$ cat src/rtl/read_iq_unpack_if.sv
`default_nettype none
// ============================================================================
//  Module      : read_iq_unpack_if
//  Description : FIFO-side bundle for the IQ unpacker: input FWFT FIFO pop
//                side, I and Q output FIFO push sides, and the pair counter.
//  Revision    : 1.0 - initial release
// ============================================================================
interface read_iq_unpack_if #(
  parameter int DIN_WIDTH  = 32,
  parameter int DOUT_WIDTH = 32
);
  logic                         in_rd_en;
  logic                         in_empty;
  logic        [DIN_WIDTH-1:0]  in_dout;
  logic                         i_wr_en;
  logic                         i_full;
  logic signed [DOUT_WIDTH-1:0] i_din;
  logic                         q_wr_en;
  logic                         q_full;
  logic signed [DOUT_WIDTH-1:0] q_din;
  logic        [31:0]           pair_count;

  // Unpacker side
  modport master (
    output in_rd_en,
    input  in_empty,
    input  in_dout,
    output i_wr_en,
    input  i_full,
    output i_din,
    output q_wr_en,
    input  q_full,
    output q_din,
    output pair_count
  );

  // FIFO / environment side
  modport slave (
    input  in_rd_en,
    output in_empty,
    output in_dout,
    input  i_wr_en,
    output i_full,
    input  i_din,
    input  q_wr_en,
    output q_full,
    input  q_din,
    input  pair_count
  );
endinterface
`default_nettype wire

$ cat src/rtl/read_iq_unpack.sv
`default_nettype none
// ============================================================================
//  Module      : read_iq_unpack
//  Description : Pops packed words from an FWFT FIFO, splits each into I/Q
//                pairs (pair 0 in the low bits, I below Q), normalises the
//                sign, quantises by a left shift and pushes I and Q into two
//                output FIFOs in lockstep. Up to one pair per cycle, no
//                bubble between consecutive words.
//  Revision    : 1.0 - initial release
// ============================================================================
module read_iq_unpack #(
  parameter int DIN_WIDTH     = 32,
  parameter int SAMPLE_WIDTH  = 16,
  parameter int DOUT_WIDTH    = 32,
  parameter int QUANT_BITS    = 10,
  parameter int OFFSET_BINARY = 0
) (
  input  wire logic         clock,
  input  wire logic         reset,
  input  wire logic         flush,
  read_iq_unpack_if.master  bus
);

  localparam int PAIRS    = DIN_WIDTH / (2 * SAMPLE_WIDTH);
  localparam int c_idx_w  = (PAIRS > 1) ? $clog2(PAIRS) : 1;
  localparam int c_slots  = 2 ** c_idx_w;
  localparam int c_pair_w = 2 * SAMPLE_WIDTH;

  localparam logic [c_idx_w-1:0]    c_last_idx = c_idx_w'(PAIRS - 1);
  localparam logic [SAMPLE_WIDTH:0] c_offset   = {2'b01, {(SAMPLE_WIDTH-1){1'b0}}};

  localparam logic [0:0] c_st_load = 1'b0;
  localparam logic [0:0] c_st_emit = 1'b1;

  // Reject word widths that do not hold a whole number of pairs
  if (((DIN_WIDTH % (2 * SAMPLE_WIDTH)) != 0) || (DIN_WIDTH < 2 * SAMPLE_WIDTH)) begin : g_bad_params
    $error("read_iq_unpack: DIN_WIDTH must be a non-zero multiple of 2*SAMPLE_WIDTH");
  end

  logic [0:0]           r_state;
  logic [DIN_WIDTH-1:0] r_word;
  logic [c_idx_w-1:0]   r_idx;
  logic [31:0]          r_pair_count;

  logic                  w_space;
  logic                  w_last;
  logic                  w_write;
  logic                  w_pop;
  logic [c_pair_w-1:0]   w_pairs [c_slots];
  logic [c_pair_w-1:0]   w_pair;
  logic [DOUT_WIDTH-1:0] w_i_quant;
  logic [DOUT_WIDTH-1:0] w_q_quant;

  // Raw sample -> signed, sign-extended, shifted; bits above DOUT_WIDTH drop
  function automatic logic [DOUT_WIDTH-1:0] quantise(input logic [SAMPLE_WIDTH-1:0] raw);
    logic [SAMPLE_WIDTH:0]            v_s;
    logic [DOUT_WIDTH+SAMPLE_WIDTH:0] v_ext;
    if (OFFSET_BINARY != 0) begin
      v_s = {1'b0, raw} - c_offset;
    end else begin
      v_s = {raw[SAMPLE_WIDTH-1], raw};
    end
    v_ext = {{DOUT_WIDTH{v_s[SAMPLE_WIDTH]}}, v_s};
    v_ext = v_ext << QUANT_BITS;
    return v_ext[DOUT_WIDTH-1:0];
  endfunction

  // Pair slots padded to a power of two so the index never runs out of range
  for (genvar k = 0; k < c_slots; k++) begin : g_pairs
    if (k < PAIRS) begin : g_real
      assign w_pairs[k] = r_word[k*c_pair_w +: c_pair_w];
    end else begin : g_pad
      assign w_pairs[k] = '0;
    end
  end

  assign w_pair    = w_pairs[r_idx];
  assign w_i_quant = quantise(w_pair[SAMPLE_WIDTH-1:0]);
  assign w_q_quant = quantise(w_pair[c_pair_w-1:SAMPLE_WIDTH]);

  // Strobes: both output FIFOs need room; reset and flush suppress everything
  always_comb begin
    w_space = !bus.i_full && !bus.q_full;
    w_last  = (r_idx == c_last_idx);
    w_write = !reset && !flush && (r_state == c_st_emit) && w_space;
    w_pop   = !reset && !flush && !bus.in_empty &&
              ((r_state == c_st_load) || (w_write && w_last));
  end

  assign bus.in_rd_en   = w_pop;
  assign bus.i_wr_en    = w_write;
  assign bus.q_wr_en    = w_write;
  assign bus.i_din      = w_write ? w_i_quant : '0;
  assign bus.q_din      = w_write ? w_q_quant : '0;
  assign bus.pair_count = r_pair_count;

  // Word holding, pair sequencing and pair counting
  always_ff @(posedge clock) begin
    if (reset) begin
      r_state      <= c_st_load;
      r_word       <= '0;
      r_idx        <= '0;
      r_pair_count <= '0;
    end else if (flush) begin
      r_state <= c_st_load;
      r_word  <= '0;
      r_idx   <= '0;
    end else begin
      if (w_write) begin
        r_pair_count <= r_pair_count + 32'd1;
      end
      if (w_pop) begin
        r_word <= bus.in_dout;
      end
      if (r_state == c_st_load) begin
        if (w_pop) begin
          r_idx   <= '0;
          r_state <= c_st_emit;
        end
      end else if (w_write) begin
        if (!w_last) begin
          r_idx <= r_idx + c_idx_w'(1);
        end else if (w_pop) begin
          r_idx <= '0;
        end else begin
          r_state <= c_st_load;
        end
      end
    end
  end

endmodule
`default_nettype wire

$ cat src/flat_wrapper.sv
// flat-port wrapper written by rule: the top's interface ports become plain ports
module read_iq_unpack_flat 
#(
  parameter int DIN_WIDTH     = 32,
  parameter int SAMPLE_WIDTH  = 16,
  parameter int DOUT_WIDTH    = 32,
  parameter int QUANT_BITS    = 10,
  parameter int OFFSET_BINARY = 0
)
  (clock, reset, flush, bus_in_rd_en, bus_in_empty, bus_in_dout, bus_i_wr_en, bus_i_full, bus_i_din, bus_q_wr_en, bus_q_full, bus_q_din, bus_pair_count);
  read_iq_unpack_if #(.DIN_WIDTH(DIN_WIDTH), .DOUT_WIDTH(DOUT_WIDTH)) bus_i ();
  input  wire logic clock;
  input  wire logic reset;
  input  wire logic flush;
  output wire logic [$bits(bus_i.in_rd_en)-1:0] bus_in_rd_en;
  input wire logic [$bits(bus_i.in_empty)-1:0] bus_in_empty;
  input wire logic [$bits(bus_i.in_dout)-1:0] bus_in_dout;
  output wire logic [$bits(bus_i.i_wr_en)-1:0] bus_i_wr_en;
  input wire logic [$bits(bus_i.i_full)-1:0] bus_i_full;
  output wire logic [$bits(bus_i.i_din)-1:0] bus_i_din;
  output wire logic [$bits(bus_i.q_wr_en)-1:0] bus_q_wr_en;
  input wire logic [$bits(bus_i.q_full)-1:0] bus_q_full;
  output wire logic [$bits(bus_i.q_din)-1:0] bus_q_din;
  output wire logic [$bits(bus_i.pair_count)-1:0] bus_pair_count;
  assign bus_in_rd_en = bus_i.in_rd_en;
  assign bus_i.in_empty = bus_in_empty;
  assign bus_i.in_dout = bus_in_dout;
  assign bus_i_wr_en = bus_i.i_wr_en;
  assign bus_i.i_full = bus_i_full;
  assign bus_i_din = bus_i.i_din;
  assign bus_q_wr_en = bus_i.q_wr_en;
  assign bus_i.q_full = bus_q_full;
  assign bus_q_din = bus_i.q_din;
  assign bus_pair_count = bus_i.pair_count;
  read_iq_unpack #(.DIN_WIDTH(DIN_WIDTH), .SAMPLE_WIDTH(SAMPLE_WIDTH), .DOUT_WIDTH(DOUT_WIDTH), .QUANT_BITS(QUANT_BITS), .OFFSET_BINARY(OFFSET_BINARY)) u_core (.clock(clock), .reset(reset), .flush(flush), .bus(bus_i));
endmodule
$ cat config.mk
export PLATFORM = sky130hd
export DESIGN_NAME = read_iq_unpack_flat
export DESIGN_NICKNAME = d
export VERILOG_FILES = /design/src/rtl/read_iq_unpack_if.sv /design/src/rtl/read_iq_unpack.sv /design/src/flat_wrapper.sv
export SDC_FILE = /design/constraint.sdc
export NUM_CORES = 1
export LEC_CHECK = 0
export BUFFER_PORTS_ARGS = -buffer_cell sky130_fd_sc_hd__buf_2
export CAP_MARGIN = 10
export CORE_ASPECT_RATIO = 1.1
export CORE_MARGIN = 3
export CORE_UTILIZATION = 52
export DETAILED_ROUTE_END_ITERATION = 10
export PLACE_DENSITY = 0.91
export SYNTH_ARGS = -nofsm -noshare
export SYNTH_HDL_FRONTEND = slang
export SYNTH_SLANG_ARGS = --single-unit
$ cat constraint.sdc
create_clock -name clock -period 5.7 [get_ports clock]
set_clock_uncertainty 0.2 [all_clocks]
set_input_delay 0.57 -clock clock [delete_from_list [all_inputs] [get_ports clock]]
set_output_delay 0.57 -clock clock [all_outputs]
set_load 0.02 [all_outputs]
## Yosys cells after proc, flatten, opt, wreduce, memory -nomap -nowiden

Cells that the tools add are included.

- Flip-flop bits (word level): 66
- Word-level logic and storage cells: 42
- Bits of input ports: 38
- Output and inout bits: 99

- Bitwise gates (word level): 4
- Reductions and logical operators: 17
- Magnitude comparators: 1
- $add $sub $neg: 2
- Multiplexer cells: 13
- Equality and inequality tests: 1

Operator list:

| operator | count |
|---|---|
| 32-bit two-way mux | 5 |
| 32-bit by 1-bit adder with 32-bit output, second input constant | 1 |
| 1-bit two-way mux | 8 |
| 1-bit logical AND | 7 |
| 1-bit logical NOT | 5 |
| 2-bit AND reduction | 2 |
| 1-bit inverter | 3 |
| 2-bit >= comparator, second input constant | 1 |
| 2-bit != test, second input constant | 1 |
| 1-bit inverter with 2-bit output | 1 |
| 2-bit nonzero test | 1 |
| 2-bit OR reduction | 1 |
| 1-bit adder, second input constant | 1 |
| 1-bit logical OR | 1 |

## Logic depth before layout (Yosys ltp)

Gate-level depths: netlist of the first run.

- Depth after elaboration: 11
- Gate-level depth with buffers: 7
- Gate-level depth less buffers: 5

## Least setup slack after synthesis of the first run

No wires, ideal clock.

- Path type: input port to output port
- Start: in reset
- End: out bus_q_wr_en
- Path slack: 3.213 ns
- Buffers on the path: 2
- Data arrival time: 1.717 ns
- Stages: 4
- Data required time: 4.930 ns
- Path through: buf_2 or2_2 nor2_1 buf_4

- Word-level cells in the longest chain between the ends: 4

RTL lines:

| element | RTL line | RTL |
|---|---|---|
| start, declared | flat_wrapper.sv:13 | `input wire logic reset;` |
| 1-bit logical NOT | read_iq_unpack.sv:85 | `w_write = !reset && !flush && (r_state == c_st_emit) && w_space;` |
| 1-bit logical AND (3 in series) | read_iq_unpack.sv:85 |  |
| end, declared | flat_wrapper.sv:21 | `output wire logic [$bits(bus_i.q_wr_en)-1:0] bus_q_wr_en;` |

No other way between the ends.

## Worst setup path in the final report of the first run

- Start: in reset
- End: out bus_in_rd_en

- Word-level cells in the longest chain between the ends: 7
- Elaborated cells on any way between the ends: 8
- Classes of those cells: 8 x reduce/logical

RTL lines:

| element | RTL line | RTL |
|---|---|---|
| 1-bit logical NOT (*) | read_iq_unpack.sv:85, read_iq_unpack.sv:86 |  |
| 1-bit logical AND (*) | read_iq_unpack.sv:85, read_iq_unpack.sv:86 |  |
| 1-bit logical AND (2 in series) | read_iq_unpack.sv:85 |  |
| 1-bit logical AND | read_iq_unpack.sv:87 | `((r_state == c_st_load) \|\| (w_write && w_last));` |
| 1-bit logical OR | read_iq_unpack.sv:87 |  |
| 1-bit logical AND (*) | read_iq_unpack.sv:86 | `w_pop = !reset && !flush && !bus.in_empty &&` |
| end, declared | flat_wrapper.sv:15 | `output wire logic [$bits(bus_i.in_rd_en)-1:0] bus_in_rd_en;` |

Every way passes the cells marked *; elsewhere a longest branch is shown, timed or not.

==> impl_metrics.yaml, run 1 <==
layout:
  fin_nets: 524
  syn_to_final_growth_pct: 18.8
  drive_above_1_share: 0.286
  diodes: 0
  final_util: 0.651
synthesis:
  synth_edf_count: 0
  synth_cells: 394
  yosysWarnings: 0
  post_synth_and_or_nand_nor_area_fraction: 0.271
  ys.flop_type: "dfxtp_1"
  syn_area_mm2: 0.00322
  synth-xor-area-share: 0.0190
  synth_cell_type_count: 37
  ys_seq_area_frac: 0.404
  async_flop_share: 0
  syn_area_per_cell_um2: 8.17
  synth_top_family_by_area: "simple AND/OR/NAND/NOR gates"
  synth_fa_ha_area_frac: 0.00389
  ys_ff_latch: 65
  synth_compound_area_frac: 0.138
  synthMuxAreaShare: 0.00622
sta:
  slew_headroom: 0.577
  finalCritPeriodShare: 0.557
  layout_min_cycle_time_ns: 3.17
  fmax_mhz: 315
  slew_viol_final: 0
  final.setup.tns_ns: 0
  setup_violations: 0
  hold_violations: 0
  worst_pin_slew_ns: 0.635
  grt_setup_unrepaired: "false"
flow_run:
  drv_cap: 0
clock_tree:
  cts-buffers-inserted: 9
  post_cts_resized: 0
  clkLatencyLatePin_ns: 0.33
  cts.path.max_buffers: 2
  post_cts_buffers: 0
  cts.sinks: 65
  cts_tree: "built"
  htreeDepth: 3
  cts_root_buf: "clkbuf_8"
  postCtsHoldBufs: 0
  cts.clk_slew.worst_paths_ns: 0.06
power:
  ir_worst_vdd_mv: 0.192
  p_per_area_mw_per_mm2: 238
  leakagePower_nw: 1.92
floorplan:
  std_cell_rows: 29
  core_area_mm2: 0.00588
  die_h_um: 88.5
  io_pins: 137
  dieArea_mm2: 0.00717
  start_util: 0.548
  fp.dieW_um: 81.0
status:
  status: "finished clean"
critical_path:
  crit_type: "input port to output port"
  crit_chain: "buf_2 -> or2_2 -> a211o_1 -> buf_4 -> inv_1 -> buf_2"
  cp.arrival_ns: 2.40
  crit_fanout: 48
  critPathSlowestCell: "buf_2"
  crit_path_frequent_cell: "buf_2"
  cpPeakStageDelay_ns: 0.50
  startpoint_type: "input port"
  end_kind: "output port"
  worstPathRequired_ns: 4.93
routing:
  dr_total_vias: 3006
  postRouteAntennaNets: 0
  wl_per_cell_um: 13.0
  drt-initial-drc-count: 244
  finalWirelength_mm: 7.38
  first_pass_iters: 4
  drcViolationCount: 0
  vias_per_cell: 5.31
place:
  port_buffers: 116
  dp_hpwl_mm: 5.22
  place.gp.congestion: 0.768
global_route:
  grt_pass1_vias: 2616
  grt_max_degree: 65
  antenna_found_initial: 0
  grt.total_usage: 0.211
  overflow: 0
  grt_pass1_wl_mm: 11.9
min_path:
  hold_class: "input port to register"
[metal layers]
metal  global-route usage  part of all wire
met1                0.253              0.41
met2                0.355              0.49
met3               0.0540             0.085
met4               0.0937             0.015
met5                    0                 0
[through the flow]
| step | instance area (µm²) | hold WS [ns] | setup WS, ns | total power, mW | cells |
|---|---|---|---|---|---|
| after floorplan | 3290 | 0.235 | 3.21 | 0.523 | 413 |
| after global placement | 3630 | 0.244 | 2.53 | 0.529 | 551 |
| after detailed placement | 3630 | 0.253 | 2.52 | 0.531 | 551 |
| after CTS | 3830 | 0.211 | 2.51 | 0.916 | 566 |
| after global routing | 3830 | 0.220 | 2.32 | 0.950 | 566 |
| final | 3830 | 0.226 | 2.53 | 0.910 | 566 |
[cells in the mapped netlist, types with 4 or more instances]
| library cell | number | area (µm²) |
|---|---|---|
| or4_1 | 11 | 82.6 |
| nand2_1 | 11 | 41.3 |
| or3_1 | 9 | 56.3 |
| nand4_1 | 6 | 37.5 |
| and4_1 | 6 | 52.6 |
| o31ai_1 | 11 | 82.6 |
| a21oi_1 | 23 | 115 |
| o21ai_0 | 43 | 215 |
| buf_4 | 34 | 255 |
| clkbuf_1 | 13 | 48.8 |
| nand3_1 | 44 | 220 |
| buf_2 | 6 | 30.0 |
| and3_1 | 34 | 213 |
| dfxtp_1 | 65 | 1300 |
| inv_1 | 36 | 135 |
| xor2_1 | 4 | 35.0 |
| nor2_1 | 10 | 37.5 |
[worst max-delay path: cells and delay by family]
family / cells / cell delay, ns
AO/OA/AOI/OAI: 1 / 0.39
buffers and inverters: 4 / 1.16
AND/OR/NAND/NOR: 1 / 0.27
[registers in the layout, indices dropped and copies added (netlist names)]
name and flops:
u_core.bus.pair_count 32, u_core.r_state 1, u_core.r_word 32
[logic make-up (layout without fill, tap and decap cells)]
group	count (synthesis)	count (layout)
buffers and inverters	94	170
XOR/XNOR	7	7
other	1	20
adder cells (fa/ha/maj)	1	1
flip-flops	65	65
multiplexers	2	2
AO/OA/AOI/OAI	81	81
AND/OR/NAND/NOR	143	143
[cell usage in the layout, fill, tap and decap left out, types with 20 or more instances in the layout]
| master | count |
|---|---|
| inv_1 | 36 |
| dfxtp_1 | 65 |
| and3_1 | 34 |
| o21ai_0 | 43 |
| nand3_1 | 44 |
| a21oi_1 | 23 |
| conb_1 | 20 |
| buf_2 | 116 |
[worst paths after layout]
kind | start | to | slack, ns | cells after the start
max | reset | bus_in_rd_en | 2.53 | 6
min | bus_in_empty | u_core.r_state | 0.23 | 2
max reg2reg | u_core.r_state | u_core.bus.pair_count[26] | 3.21 | 4
min reg2reg | u_core.r_word[8] | u_core.r_word[8] | 0.27 | 2
[layout make-up]
| type | count | area, µm² |
|---|---|---|
| Clock buffer | 13 | 159 |
| Multi-Input combinational cell | 254 | 1490 |
| Sequential cell | 65 | 1300 |
| Tap cell | 77 | 96.3 |
| Inverter | 36 | 135 |
| Timing Repair Buffer | 119 | 603 |
| Clock inverter | 2 | 37.5 |
| Fill cell | 505 | 2050 |
[where the power goes]
part / internal (mW) / switching [mW]
Clock: 0.224 / 0.166
Combinational: 0.0164 / 0.0373
Sequential: 0.463 / 0.00410
Total: 0.703 / 0.207
Power figures use the tool's default switching activity.
==> run 2, diff against run 1 <==
Settings changed: CORE_UTILIZATION 52 to 43, PLACE_DENSITY 0.91 to 0.81.
Clock period 5.7 ns to 2.9 ns, I/O delays scaled along.
==> run 2 against run 1 <==
Against the previous run:
- final area rose by 6.3%
- global-route usage fell by 2.0 points
- combinational power rose by 150%
- clock-buffer cell count rose by 1
- sequential share of layout area fell by 2.0 points
- cell count rose by 5.7%
- sequential power rose by 97%
- power rose by 100%
- via count rose by 3.9%
- critical path type is now register to output port
- critical endpoint unchanged
- largest cell class unchanged
==> impl_metrics.yaml, run 2 (synthesized netlist as in run 1, its figures left out) <==
routing:
  met1_length_mm: 3.35
  first_pass_iters: 4
  vias_per_cell: 5.22
  wl_met2_mm: 4.02
  route.met3.wl_um: 617
  drcViolationCount: 0
  drt-initial-drc-count: 113
  dr.max_layer_used: "met4"
  dr_total_vias: 3122
  wl_per_cell_um: 13.6
  postRouteAntennaNets: 0
  finalWirelength_mm: 8.12
min_path:
  hold_class: "input port to register"
  min_to: "u_core.r_word[25]"
  min_path_cells: 3
  min_from: "bus_in_dout[25]"
power:
  combPwrFrac: 0.072
  p_per_area_mw_per_mm2: 457
  seq_power_share: 0.494
  swShare: 0.230
  leakagePower_nw: 2.03
  power_switching_mw: 0.428
  clock_power_share: 0.434
  ir_worst_vdd_mv: 0.238
  p_total_mw: 1.86
  power.internal_mw: 1.43
clock_tree:
  cts.path.max_buffers: 2
  cts.clk_slew.worst_paths_ns: 0.07
  cts_tree: "built"
  clkLatencyLatePin_ns: 0.34
  htreeDepth: 3
  cts_root_buf: "clkbuf_8"
  post_cts_buffers: 0
  cts.sinks: 65
  cts-buffers-inserted: 9
layout:
  fin_nets: 547
  layout_commonest_cell: "buf_2"
  final_cell_mix: "buf_2 (116), dfxtp_1 (65), nand3_1 (44)"
  diodes: 0
  drive_above_1_share: 0.287
  filler_cell_count: 632
  multiInputGateArea_mm2: 0.00150
  syn_to_final_growth_pct: 26.3
  seqCellArea_mm2: 0.00130
global_route:
  grt_pass1_wl_mm: 13.1
  grt_max_degree: 41
  grt_pass1_vias: 2899
  grt.total_usage: 0.190
  antenna_found_initial: 0
  overflow: 0
critical_path:
  timing.rr.end: "u_core.bus.pair_count[26]"
  critPathSlowestCell: "a211o_2"
  cpPeakStageDelay_ns: 0.59
  crit_fanout: 40
  crit_chain: "or3b_1 -> a211o_2 -> inv_1 -> buf_2"
  reg2reg_depth: 6
  cp.arrival_ns: 2.00
  startpoint_type: "register"
  r2r-start: "u_core.bus.pair_count[0]"
  worstPathRequired_ns: 2.41
  end_kind: "output port"
  crit_type: "register to output port"
  regToRegSetupSlack_ns: 0.62
floorplan:
  dieArea_mm2: 0.00856
  die_h_um: 96.8
  io_pins: 137
  fp.dieW_um: 88.5
  start_util: 0.452
  core_area_mm2: 0.00713
  std_cell_rows: 32
sta:
  worst_pin_slew_ns: 0.552
  setup_violations: 0
  grt_setup_unrepaired: "false"
  layout_min_cycle_time_ns: 2.49
  finalCritPeriodShare: 0.857
  hold_violations: 0
  slew_viol_final: 0
  slew_headroom: 0.632
  fmax_mhz: 402
  final.setup.tns_ns: 0
status:
  status: "finished clean"
place:
  place.gp.congestion: 0.799
  dp_hpwl_mm: 5.59
  port_buffers: 116
flow_run:
  drv_cap: 0
==> run 2: worst max-delay path by stage <==
stage,startpoint,to,cells past startpoint
2_1_floorplan,u_core.bus.pair_count[0],u_core.bus.pair_count[30],6
3_3_place_gp,bus_q_full,u_core.r_word[18],6
3_5_place_dp,bus_q_full,u_core.r_word[26],6
4_1_cts,u_core.r_state,bus_in_rd_en,4
5_1_grt,u_core.r_state,bus_in_rd_en,4
6_report,u_core.r_state,bus_in_rd_en,4
==> run 2: layout make-up <==
| class | instances | share of cell area |
|---|---|---|
| flip-flops and latches | 65 | 0.320 |
| multi-input cells | 254 | 0.368 |
| repair buffers | 142 | 0.202 |
| clock inverters | 2 | 0.00862 |
| inverters | 36 | 0.0332 |
| clock buffers | 14 | 0.0425 |
| well taps | 85 | 0.0262 |
==> run 2: critical path: cells and delay by family (launching register included) <==
family | cells | cell delay (ns)
buffers and inverters | 2 | 0.28
AOI/OAI and AO/OA | 1 | 0.59
DFF | 1 | 0.37
and+or+nand+nor | 1 | 0.42
==> run 2: stage by stage <==
step / std cells / cell area (µm²) / util / setup slack [ns] / hold WS (ns)
final: 598 / 4070 / 0.571 / 0.414 / 0.00746
after global routing: 598 / 4070 / 0.571 / 0.323 / 0.0110
after CTS: 597 / 4060 / 0.569 / 0.420 / 0.00127
after detailed placement: 564 / 3680 / 0.516 / 0.632 / 0.250
after global placement: 564 / 3680 / 0.516 / 0.690 / 0.244
after floorplan: 413 / 3290 / - / 0.866 / 0.180
==> run 2: power by group through the flow <==
stage          Combinational [mW]  Clock, mW  Sequential [mW]
6_report                    0.133      0.806            0.918
5_1_grt                     0.148      0.867            0.919
4_1_cts                     0.129      0.823            0.917
3_5_place_dp                0.111          0            0.938
3_3_place_gp                0.109          0            0.937
2_1_floorplan              0.0921          0            0.936
==> run 2: repair_timing <==
action | CTS | global route
hold buffers | 17 | 1
gates resized for setup | 0 | 0
hold endpoints to repair | 17 | 1
==> run 2: metal layers <==
layer / vias to the layer above / GRT usage
li1: 1561 / -
met1: 1430 / 0.225
met2: 118 / 0.318
met3: 13 / 0.0528
met4: 0 / 0.0779
met5: - / 0
